`config.mk`:
```
export PLATFORM = sky130hd
export DESIGN_NAME = adsr_envelope
export DESIGN_NICKNAME = d
export VERILOG_FILES = /design/src/rtl/adsr_envelope.sv
export SDC_FILE = /design/constraint.sdc
export NUM_CORES = 1
export LEC_CHECK = 0
export ABC_AREA = 0
export ABC_CLOCK_PERIOD_IN_PS = 13600
export CAP_MARGIN = 30
export CORE_AREA = 2 2 151 189
export DETAILED_ROUTE_END_ITERATION = 10
export DIE_AREA = 0 0 153 191
export HOLD_SLACK_MARGIN = 0.03
export PLACE_DENSITY = 0.68
export SLEW_MARGIN = 10
export SYNTH_ARGS = -nofsm -noshare
export SYNTH_HDL_FRONTEND = slang
export SYNTH_SLANG_ARGS = --single-unit
```
`constraint.sdc`:
```
create_clock -name clk -period 13.6 [get_ports clk]
set_clock_uncertainty 0.2 [all_clocks]
set_input_delay 2.72 -clock clk [delete_from_list [all_inputs] [get_ports clk]]
set_output_delay 2.72 -clock clk [all_outputs]
set_load 0.02 [all_outputs]
```
`src/rtl/adsr_envelope.sv`:
```
// Beat-timed ADSR amplitude envelope applied to a signed 16-bit sample stream.
// Optional macro ADSR_EXP_RELEASE_EN selects exponential release instead of linear.
module adsr_envelope #(
  parameter int SUSTAIN_LEVEL = 160,
  parameter int GAIN_W        = 8
) (
  input  logic               clk,
  input  logic               reset,
  input  logic               play_enable,
  input  logic signed [15:0] sample_in,
  input  logic        [5:0]  duration,
  input  logic        [3:0]  attack_time,
  input  logic        [3:0]  decay_time,
  input  logic        [3:0]  sustain_time,
  input  logic        [3:0]  release_time,
  input  logic               beat,
  input  logic               load_new_note,
  output logic signed [15:0] sample_out
);

  typedef enum logic [2:0] {IDLE, ATTACK, DECAY, SUSTAIN, RELEASE, DONE} state_t;

  localparam logic [GAIN_W-1:0] GMAX       = '1;
  localparam logic [GAIN_W-1:0] SUS        = GAIN_W'(SUSTAIN_LEVEL);
  localparam logic [GAIN_W-1:0] DECAY_SPAN = GAIN_W'(255 - SUSTAIN_LEVEL);

  state_t            state, state_n;
  logic [GAIN_W-1:0] gain, gain_n;
  logic [GAIN_W-1:0] rel_start, rel_start_n;
  logic [5:0]        remaining, remaining_n;
  logic [3:0]        phase_cnt, phase_cnt_n;
  logic [3:0]        a_q, d_q, s_q, r_q;
  logic [3:0]        a_t, d_t, s_t, r_t, cur_t;
  logic              go, stepping, last, entered;

  function automatic logic [7:0] recip(input logic [3:0] t);
    case (t)
      4'd1:    recip = 8'd255;
      4'd2:    recip = 8'd127;
      4'd3:    recip = 8'd85;
      4'd4:    recip = 8'd63;
      4'd5:    recip = 8'd51;
      4'd6:    recip = 8'd42;
      4'd7:    recip = 8'd36;
      4'd8:    recip = 8'd31;
      4'd9:    recip = 8'd28;
      4'd10:   recip = 8'd25;
      4'd11:   recip = 8'd23;
      4'd12:   recip = 8'd21;
      4'd13:   recip = 8'd19;
      4'd14:   recip = 8'd18;
      4'd15:   recip = 8'd17;
      default: recip = 8'd0;
    endcase
  endfunction

  function automatic logic [7:0] scale(input logic [7:0] a, input logic [7:0] b);
    logic [15:0] p;
    p = a * b;
    scale = p[15:8];
  endfunction

  function automatic logic [7:0] sat_add(input logic [7:0] a, input logic [7:0] b);
    logic [8:0] s;
    s = {1'b0, a} + {1'b0, b};
    sat_add = s[8] ? 8'hFF : s[7:0];
  endfunction

  function automatic logic [7:0] sat_sub(input logic [7:0] a, input logic [7:0] b);
    sat_sub = (a >= b) ? a - b : 8'd0;
  endfunction

  // On a load the freshly presented times drive the skip chain; latched copies arrive next cycle.
  assign go       = play_enable & load_new_note;
  assign stepping = play_enable & beat & ~load_new_note &
                    (state inside {ATTACK, DECAY, SUSTAIN, RELEASE});
  assign a_t = go ? attack_time  : a_q;
  assign d_t = go ? decay_time   : d_q;
  assign s_t = go ? sustain_time : s_q;
  assign r_t = go ? release_time : r_q;

  always_comb begin
    case (state)
      ATTACK:  cur_t = a_q;
      DECAY:   cur_t = d_q;
      SUSTAIN: cur_t = s_q;
      RELEASE: cur_t = r_q;
      default: cur_t = 4'd0;
    endcase
  end

  assign last = ({1'b0, phase_cnt} + 5'd1) == {1'b0, cur_t};

  always_comb begin
    state_n     = state;
    gain_n      = gain;
    rel_start_n = rel_start;
    remaining_n = remaining;
    phase_cnt_n = phase_cnt;
    entered     = 1'b0;

    if (go) begin
      gain_n      = '0;
      remaining_n = duration;
      phase_cnt_n = 4'd0;
      state_n     = (duration == 6'd0) ? DONE : ATTACK;
      entered     = 1'b1;
    end else if (stepping) begin
      case (state)
        ATTACK:  gain_n = last ? GMAX : sat_add(gain, recip(a_t));
        DECAY:   gain_n = last ? SUS  : sat_sub(gain, scale(DECAY_SPAN, recip(d_t)));
        SUSTAIN: gain_n = SUS;
        RELEASE: begin
`ifdef ADSR_EXP_RELEASE_EN
          // Exponential tail; the >>2 step never stalls because it floors at 1.
          gain_n = last ? '0 : gain - (((gain >> 2) == '0) ? {7'd0, (gain != '0)} : (gain >> 2));
`else
          gain_n = last ? '0 : sat_sub(gain, scale(rel_start, recip(r_t)));
`endif
        end
        default: gain_n = '0;
      endcase
      if (last) begin
        phase_cnt_n = 4'd0;
        entered     = 1'b1;
        case (state)
          ATTACK:  state_n = DECAY;
          DECAY:   state_n = SUSTAIN;
          SUSTAIN: state_n = RELEASE;
          default: state_n = DONE;
        endcase
      end else begin
        phase_cnt_n = phase_cnt + 4'd1;
      end
    end

    // Zero-length phases collapse in the same cycle, applying each target gain in order.
    if (entered) begin
      if (state_n == ATTACK && a_t == 4'd0) begin
        gain_n  = GMAX;
        state_n = DECAY;
      end
      if (state_n == DECAY && d_t == 4'd0) begin
        gain_n  = SUS;
        state_n = SUSTAIN;
      end
      if (state_n == SUSTAIN && s_t == 4'd0)
        state_n = RELEASE;
      if (state_n == RELEASE) begin
        if (r_t == 4'd0) begin
          gain_n  = '0;
          state_n = DONE;
        end else begin
          rel_start_n = gain_n;
        end
      end
    end

    // Note-length bookkeeping overrides the phase schedule.
    if (stepping) begin
      remaining_n = (remaining == 6'd0) ? 6'd0 : remaining - 6'd1;
      if (remaining_n == 6'd0) begin
        state_n = DONE;
        gain_n  = '0;
      end else if (remaining_n == {2'b00, r_t} &&
                   state_n inside {ATTACK, DECAY, SUSTAIN}) begin
        state_n     = RELEASE;
        rel_start_n = gain_n;
        phase_cnt_n = 4'd0;
      end
    end
  end

  always_ff @(posedge clk) begin
    if (reset) begin
      state     <= IDLE;
      gain      <= '0;
      rel_start <= '0;
      remaining <= 6'd0;
      phase_cnt <= 4'd0;
      a_q       <= 4'd0;
      d_q       <= 4'd0;
      s_q       <= 4'd0;
      r_q       <= 4'd0;
    end else begin
      state     <= state_n;
      gain      <= gain_n;
      rel_start <= rel_start_n;
      remaining <= remaining_n;
      phase_cnt <= phase_cnt_n;
      if (go) begin
        a_q <= attack_time;
        d_q <= decay_time;
        s_q <= sustain_time;
        r_q <= release_time;
      end
    end
  end

  logic signed [24:0] prod;
  assign prod = sample_in * $signed({1'b0, gain});

  always_ff @(posedge clk) begin
    if (reset)             sample_out <= '0;
    else if (!play_enable) sample_out <= '0;
    else                   sample_out <= prod[23:8];
  end

endmodule

```
## After elaboration in Yosys (flattened, before gate mapping)

Memories as Yosys holds them, arrays and structs flattened.
Index checks and enable logic that the tools add are counted.

| storage, ports and cells | value |
|---|---|
| flip-flop bits (word level) | 61 |
| ROM bits | 384 |
| input bits | 43 |
| output and inout bits | 16 |
| word-level logic and storage cells | 123 |
| memories | 3 |

Memories:

| memory | words | width | rd ports | clocked after Yosys merged registers in | write ports | line | RTL |
|---|---|---|---|---|---|---|---|
| (no name shown) | 16 | 8 | 1 | 0 | 0 | 37 | `case (t)` |
| (no name shown) | 16 | 8 | 1 | 0 | 0 | 37 |  |
| (no name shown) | 16 | 8 | 1 | 0 | 0 | 37 |  |

| cells by class | value |
|---|---|
| add/subtract/negate cells | 6 |
| multiply operators | 3 |
| order comparisons | 2 |
| equality and inequality tests | 13 |
| multiplexer cells | 65 |
| bitwise logic cells | 6 |
| reductions and logical operators | 15 |

Operators with widths:

| cell | count |
|---|---|
| 8-bit two-way mux | 30 |
| 3-bit two-way mux | 16 |
| 4-bit two-way mux | 10 |
| 8-bit one-hot mux with 4 select lines | 1 |
| 16-bit by 9-bit multiplier with 24-bit output | 1 |
| 3-bit by 2-bit equality test with 1-bit output (second input constant) | 6 |
| 6-bit zero test | 3 |
| 6-bit two-way mux | 3 |
| 4-bit zero test | 4 |
| 8-bit by 8-bit multiplier with 16-bit output | 1 |
| 4-bit one-hot mux with 4 select lines | 1 |
| 7-bit by 8-bit multiplier with 15-bit output (first input constant) | 1 |
| 8-bit by 8-bit adder with 9-bit output | 1 |
| 3-bit by 1-bit equality test with 1-bit output (second input constant) | 3 |
| 3-bit one-hot mux with 3 select lines | 1 |
| 8-bit by 7-bit greater-or-equal comparator with 1-bit output | 1 |
| 8-bit greater-or-equal comparator | 1 |
| 8-bit by 7-bit subtractor with 8-bit output | 1 |
| 8-bit subtractor | 1 |
| 3-bit equality test (second input constant) | 2 |
| 6-bit by 4-bit equality test with 1-bit output | 1 |
| 6-bit by 1-bit subtractor with 6-bit output (second input constant) | 1 |
| 4-bit by 1-bit adder with 5-bit output (second input constant) | 1 |
| 5-bit by 4-bit equality test with 1-bit output | 1 |
| 9 further kinds | 18 |

## Logic depth before layout (Yosys ltp)

Gate-level depths: netlist (run 1).

| depth | value |
|---|---|
| depth in word-level cells | 27 |
| gate-level depth with buffers | 40 |
| mapped depth without buffers | 37 |

## Worst setup path after synthesis (run 1)

OpenSTA, ideal clock, no wires.

| timing | value |
|---|---|
| path type | input-to-reg |
| start | in play_enable |
| end | reg rel_start[0] |
| library setup time | 0.121 ns |
| arrival time | 10.220 ns |
| required time | 13.279 ns |
| path slack | 3.059 ns |
| cell stages on the path | 37 |
| path buffers | 3 |
| cells stage by stage | buf_2 and2_1 clkbuf_1 clkbuf_1 mux2i_1 ha_1 nor2_1 o21ai_0 o21a_1 inv_1 fa_1 ha_1 inv_1 fa_1 fa_1 inv_1 ha_1 a21o_1 a21o_1 a21o_1 a21oi_1 nor2b_1 o21a_1 o21ai_0 nand2b_1 xnor2_1 ha_1 o21ai_0 a21oi_1 o31ai_1 a21oi_1 nand2b_1 o221ai_1 o221ai_1 o21ai_1 a21oi_1 o22ai_2 |

| on the way | value |
|---|---|
| cells in the longest elaborated chain, start to end | 26 |
| elaborated cells between the ends (all ways) | 77 |
| those cells by class | add/sub: 3; mul: 2; order compare: 2; eq/ne: 8; mux: 46; bitwise: 4; reduce/logical: 9; memory: 3 |

Ends and longest elaborated chain:

| item | line | RTL |
|---|---|---|
| start, declared | 9 | `input logic play_enable,` |
| branches (longest 25 deep; another with 8-bit by 8-bit multiplier with 16-bit output) | - |  |
| 8-bit two-way mux (*) | 160 | `if (stepping) begin` |
| end signal, assigned | 188 | `rel_start <= rel_start_n;` |
| end, declared | 29 | `logic [GAIN_W-1:0] rel_start, rel_start_n;` |

Every way passes the cells marked *. The select of a mux whose other input is x is not followed.
A chain may end at the register's enable or synchronous reset.

## Worst setup path in the final report (run 1)

| timing | value |
|---|---|
| start | in play_enable |
| end | reg rel_start[1] |

Same word-level chain as after synthesis.

==> flow_summary.yaml, run 1 <==
status:
  status: "finished clean"
cts:
  cts_tree: "done"
  post_cts_resized: 0
  holdBufCountCts: 0
  cts_buffers: 9
  htreeDepth: 3
  path_clk_slew_ns: 0.05
  clock_latency_ns: 0.35
  clockBufferDepth: 2
  cts_post_setup_buffers_inserted: 0
  cts.root.buffer_cell: "clkbuf_16"
  clock_sinks: 61
power:
  cellPowerDensity_mw_per_mm2: 113
  power.total_w: 0.00152
  peakVddDrop_v: 0.000180
  cellLeakagePower_nw: 6.63
layout:
  fin_util: 0.490
  layout.cells.non_filler: 1849
  nFillCells: 2616
  drive_gt1_frac: 0.0460
  final_nets: 1848
  antenna_cells: 0
  syn_to_final_growth_pct: 10.6
global_route:
  grt_max_degree: 32
  antenna_found_initial: 0
  grt_pass1_wl_um: 48100
  grt_overflow_total: 0
  grt_pass1_vias: 10200
  gr-usage-all-layers: 0.200
die:
  row_count: 68
  core_area_mm2: 0.0275
  fp.dieH_um: 191
  start_util: 0.443
  die_w_um: 153
  ios: 59
  dieArea_mm2: 0.0292
detailed_routing:
  first_pass_iters: 5
  drc: 0
  ant_nets: 0
  routed_wl_um: 28100
  routedWlPerCell_um: 15.2
  drtIter0Drc: 539
  via_count: 9861
  vias_per_cell: 5.33
synth:
  synth_most_common_cell: "inv_1"
  ys.flop_type: "dfxtp_1"
  synth_commonest_cells: "inv_1, fa_1, ha_1, nand2_1, nor2_1"
  yosys-top-cells-area: "fa_1, ha_1, dfxtp_1"
  avgSynthCellArea_um2: 8.39
  async_flop_share: 0
  ys_warn_count: 0
  ys_seq_area_frac: 0.100
  syn_inst: 1450
  synth-edff-count: 0
  syn-cell-area_mm2: 0.0122
  ys_types: 83
  synth_seq_cells: 61
  synth_top_area_share: 0.260
  synth.largest_area_cell: "fa_1"
  synth_fp_nets: 1803
setup_path:
  cpPeakStageDelay_ns: 0.68
  crit_arrival_ns: 11.67
  slowest_stage: "mux2i_1"
  cp.required_ns: 13.67
  crit_top_cell: "fa_1"
  critical_path.startpoint_type: "primary input"
  critPathKind: "in -> reg"
  worst-path-max-fanout: 19
  cp-end-kind: "register"
placement:
  place_inst: 1832
  hpwl_um: 22600
  place_congestion: 0.872
  port_buffers: 58
sta:
  fin_hold_ws_ns: 0.280
  rsz0062_at_grt: "false"
  hold_violations: 0
  tightestPinTransition_ns: 0.858
  tns_ns: 0
  slew-limit-headroom: 0.428
  finalSetupViolCount: 0
  slew_violations: 0
  period_needed_ns: 11.60
  clock.fmax_mhz: 86.2
  period_share: 0.853
hold_path:
  hp-class: "reg -> reg"
flow_run:
  drv_cap: 0
final cells by class:
class	count	area (µm²)	area share
Timing Repair Buffer	72	689	0.0512
Multi-Input combinational cell	1128	9950	0.739
Tap cell	350	438	0.0325
Clock buffer	12	267	0.0198
Sequential cell	61	1220	0.0907
Inverter	223	837	0.0622
Clock inverter	3	67.6	0.00502
cells in the final DEF (no fill, tap or decap), types with 9 or more instances in the layout:
cell               n
nand2_1          140
clkbuf_16          9
fa_1             158
clkdlybuf4s50_1   58
o21a_1            11
xnor2_1           37
mux2i_1           16
a21o_1            17
nor3_1            20
a31oi_1           13
xor2_1            21
and3_1             9
inv_1            222
ha_1             152
nand3_1           15
buf_4             13
nor2b_1           33
nand2b_1          19
or2_2              9
o21ai_0           40
a21oi_1           58
dfxtp_1           61
and2_1           112
nor2_1           117
cell families after synthesis:
| family | synth area share |
|---|---|
| xor+xnor | 0.0417 |
| buf+inv | 0.0825 |
| fa+ha+maj | 0.416 |
| compound gates | 0.127 |
| flops | 0.100 |
| simple gates | 0.212 |
| mux | 0.0199 |
per-stage QoR:
stage / worst slack, ns / area (µm²)
after CTS: 1.93 / 13400
after global placement: 1.82 / 13100
after global routing: 1.16 / 13500
after detailed placement: 1.62 / 13100
after floorplan: 3.06 / 12200
final: 2.00 / 13500
where the power goes:
group	switching (W)	internal, W
registers	0.0000107	0.000190
logic	0.000592	0.000464
clock network	0.0000906	0.000174
total	0.000693	0.000828
state kept, by name, summed over array words and instances, names as in the netlist:
signal / flops
a_q: 4
d_q: 4
gain: 8
phase_cnt: 4
r_q: 4
rel_start: 8
remaining: 6
s_q: 4
sample_out: 16
state: 3
per-layer routing:
metal	track usage	share of wire	vias to the layer above	routed length (µm)
met5	0	0	-	0
met3	0.0222	0.035	53	981
met4	0.0662	0.024	0	680
met1	0.238	0.41	4777	11600
li1	-	-	4807	-
met2	0.376	0.53	224	14800
worst paths after layout:
kind / from / endpoint / slack, ns / cells after the start
setup / recovery: play_enable / rel_start[1] / 2.00 / 34
setup reg to reg: r_q[1] / rel_start[1] / 5.30 / 32
hold / removal: s_q[1] / s_q[1] / 0.28 / 2
hold reg to reg: s_q[1] / s_q[1] / 0.28 / 2
worst max-delay path: cells and delay by family:
family | cells | cell delay [ns]
mux | 1 | 0.68
simple gates | 9 | 1.83
fa+ha+maj | 7 | 2.80
compound gates | 13 | 2.77
buf+inv | 3 | 0.74
xor+xnor | 1 | 0.13
Note: power is estimated with default switching activity, not from simulation.
==> inputs of run 2 (changes only) <==
Settings changed: TNS_END_PERCENT from default to 100.
==> results of run 2 <==
Same layout as run 1: the final DEF is identical, and so are final timing and power.
==> inputs of run 3 (changes only) <==
Settings changed: SKIP_LAST_GASP from default to 1.
==> results of run 3 <==
Same layout as run 1: the final DEF is identical, and so are final timing and power.
